--- config.mk ---
export PLATFORM = sky130hd
export DESIGN_NAME = add
export DESIGN_NICKNAME = d
export VERILOG_FILES = /design/src/rtl/add.sv
export SDC_FILE = /design/constraint.sdc
export NUM_CORES = 1
export LEC_CHECK = 0
export ABC_AREA = 0
export BUFFER_PORTS_ARGS = -buffer_cell sky130_fd_sc_hd__buf_2
export CORE_AREA = 3 3 40 42
export DETAILED_ROUTE_END_ITERATION = 12
export DIE_AREA = 0 0 43 45
export MAX_ROUTING_LAYER = met4
export SYNTH_ARGS = -nofsm -noshare
export SYNTH_HDL_FRONTEND = slang
export SYNTH_SLANG_ARGS = --single-unit
export TNS_END_PERCENT = 30
--- constraint.sdc ---
create_clock -name clk -period 0.85 [get_ports clk]
set_input_delay 0.085 -clock clk [delete_from_list [all_inputs] [get_ports clk]]
set_output_delay 0.085 -clock clk [all_outputs]
set_load 0.005 [all_outputs]
--- src/rtl/add.sv ---
// rtl/add.sv - registered ripple-carry adder with valid strobe
// One full-adder cell per bit; result and carry-out captured when in_valid is high.

module add_fa (
  input  logic a_i,
  input  logic b_i,
  input  logic ci_i,
  output logic s_o,
  output logic co_o
);
  logic p;

  assign p    = a_i ^ b_i;
  assign s_o  = p ^ ci_i;
  assign co_o = (a_i & b_i) | (ci_i & p);
endmodule

module add #(
  parameter int WIDTH = 1
) (
  input  logic             clk,
  input  logic             rst_n,
  input  logic             in_valid,
  input  logic             c,
  input  logic [WIDTH-1:0] a,
  input  logic [WIDTH-1:0] b,
  output logic             out_valid,
  output logic             c_out,
  output logic [WIDTH-1:0] sum
);
  logic [WIDTH:0]   carry;
  logic [WIDTH-1:0] sum_w;

  logic             valid_q, valid_d;
  logic             cout_q, cout_d;
  logic [WIDTH-1:0] sum_q, sum_d;

  assign carry[0] = c;

  for (genvar i = 0; i < WIDTH; i++) begin : g_cell
    add_fa u_fa (
      .a_i  (a[i]),
      .b_i  (b[i]),
      .ci_i (carry[i]),
      .s_o  (sum_w[i]),
      .co_o (carry[i+1])
    );
  end

  // Result registers hold their last value while no new operands arrive.
  always_comb begin
    valid_d = in_valid;
    sum_d   = sum_q;
    cout_d  = cout_q;
    if (in_valid) begin
      sum_d  = sum_w;
      cout_d = carry[WIDTH];
    end
  end

  always_ff @(posedge clk) begin
    if (!rst_n) begin
      valid_q <= 1'b0;
      cout_q  <= 1'b0;
      sum_q   <= '0;
    end else begin
      valid_q <= valid_d;
      cout_q  <= cout_d;
      sum_q   <= sum_d;
    end
  end

  assign out_valid = valid_q;
  assign c_out     = cout_q;
  assign sum       = sum_q;
endmodule

==> flow_summary_export.csv <==
group,metric,value,unit
synth,synth-seq-area-share,50.0,%
global_routing,first_global_vias,121,
global_routing,grt_pass1_wl,517,um
drt,vias,107,
drt,antenna_left,0,
clock_network,cts_setup_buffers,0,
timing,rsz0062_at_grt,"no",
setup_path,cp_data_arrival_time,690,ps
clock_network,cts_tree,"yes",
timing,finalSetupTns,0,ps
outcome,status,"completed",
layout,syn2layout_area_growth,70.8,%
floorplanning,io-pin-count,9,
floorplanning,coreArea,1280,sq um
drt,drt-pass1-iter-count,2,
floorplanning,start_util,9.35,%
timing,drv_slew,0,
synth,synth_area_leaders,"dfxtp_1 (50%), fa_1 (17%), mux2i_1 (17%), nor2b_1 (10%), and2_2 (6.3%)",
clock_network,clk_latency,240,ps
timing,finalCriticalPeriod,775,ps
global_routing,grt_max_degree,4,
hold_path,hold_path.class,"input pin to flip-flop",
setup_path,slowest_stage,"dfxtp_1",
synth,netlist.area_leader.share,50.0,%
global_routing,grt_usage,4.72,%
synth,synth.top_cells.by_count,"dfxtp_1 (3), mux2i_1 (2), nor2b_1 (2)",
global_routing,antenna_found_initial,0,
drt,finalWirelength,326,um
setup_path,critPathCaptureType,"output port",
setup_path,path_max_fanout,2,
layout,fin_util,16.0,%
clock_network,cts_buffers,3,
flow_run,cap_violations,0,
setup_path,critPathTopFamily,"flip-flops",
synth,async_reset_ff_share,0,%
setup_path,max_stage_delay,330,ps
timing,fmax,1.29,GHz
timing,fin_skew,0,ps
layout,nets,29,
global_routing,gr-total-overflow,0,
synth,yosysWarnings,0,
clock_network,cts_resized,0,
placed_design,gp_congestion,0.609,
clock_network,cts_buffer_depth,2,
synth,synth_edf_count,0,
synth,syn_area_per_cell,13.3,sq um
floorplanning,rows,13,
setup_path,worstPathCellList,"buf_2",
clock_network,htree_levels,1,
floorplanning,die_h,45,um
synth,ys.flop_type,"dfxtp_1",
floorplanning,die_area,1940,sq um
power,p_leak,0.100,nW
clock_network,hold_buffers,0,
drt,drt-vias-per-instance,2.97,
timing,final.period_utilization,91.2,%
timing,hold_violations,0,
clock_network,clkTransAtPathRegs,40,ps
timing,tightest_slew,112,ps
power,vdd_ir_drop_max,0.606,mV
drt,detail_route.iter0.violations,2,
setup_path,worstSetupStartpointType,"flip-flop",
synth,ys_seq_elements,3,
setup_path,critPathBufInv,1,
placed_design,port_buffers,8,
clock_network,cts.sinks,3,
setup_path,worstPathRequired,760,ps
synth,yosysMostFrequentCell,"dfxtp_1",
synth,syn_nets,16,
floorplanning,die_w,43,um
synth,synth_top_area_cell,"dfxtp_1",
synth,synth_cells,9,
synth,syn_area,120,sq um
layout,drive_gt1_share,57.1,%
drt,wire_per_inst,9.06,um
layout,antenna_cells,0,
synth,synth_cell_types,5,
power,power.density,2230,nW/um^2
clock_network,cts_root_buffer,"clkbuf_4",
timing,slew-limit-headroom,92.3,%
setup_path,worstSetupPathType,"flip-flop to output port",
drt,drcViolationCount,0,
timing,setup_violations,0,
-- cells by family (layout without fill, tap and decap cells) --
kind of cell | after synthesis | in the layout | share of synthesized area [%]
buffers and inverters | 0 | 12 | 0
adders and majority gates | 1 | 1 | 16.7
DFF | 3 | 3 | 50.0
muxes | 2 | 2 | 16.7
and+or+nand+nor | 3 | 3 | 16.7
-- report_power, final --
group | switching [W] | internal (W)
logic | 0.0000204 | 0.0000282
clock network | 0.0000774 | 0.000176
registers | 0.00000464 | 0.000152
total | 0.000102 | 0.000356
-- layout by cell type (no fill, tap or decap) --
cell	instances
fa_1	1
clkbuf_4	3
mux2i_1	2
clkbuf_1	1
nor2b_1	2
dfxtp_1	3
buf_2	8
and2_2	1
-- final cells by class --
type | count | area (sq um)
clock buffers | 4 | 26.3
fillers | 153 | 1080
multi-input cells | 6 | 60.1
flip-flops and latches | 3 | 60.1
well taps | 15 | 18.8
repair buffers | 8 | 40.0
-- worst paths after layout --
kind	from	endpoint	slack [ps]	cells past startpoint
max reg2reg	c_out	c_out	260	2
min reg2reg	sum	sum	530	2
max	c_out	c_out	70	1
min	rst_n	c_out	100	2
-- metrics by stage --
stage	instances	setup slack, ps	hold slack [ps]	total power, W	area (sq um)
2_1_floorplan	9	21.6	213	0.000178	120
3_3_place_gp	32	-118	323	0.000207	179
3_5_place_dp	32	-125	343	0.000209	179
4_1_cts	36	60.7	97.9	0.000481	205
5_1_grt	36	32.9	90.8	0.000516	205
6_report	36	74.9	104	0.000459	205
-- registers in the layout, indices dropped and copies added, names as in the netlist --
register / cells
sum: 1
out_valid: 1
c_out: 1
-- metal layers --
| metal | global-route usage (%) | routed length, um |
|---|---|---|
| met5 | - | 0 |
| met4 | 5.42 | 0 |
| met3 | 6.37 | 44 |
| met2 | 3.59 | 116 |
| met1 | 4.34 | 165 |
Power figures use the tool's default switching activity.
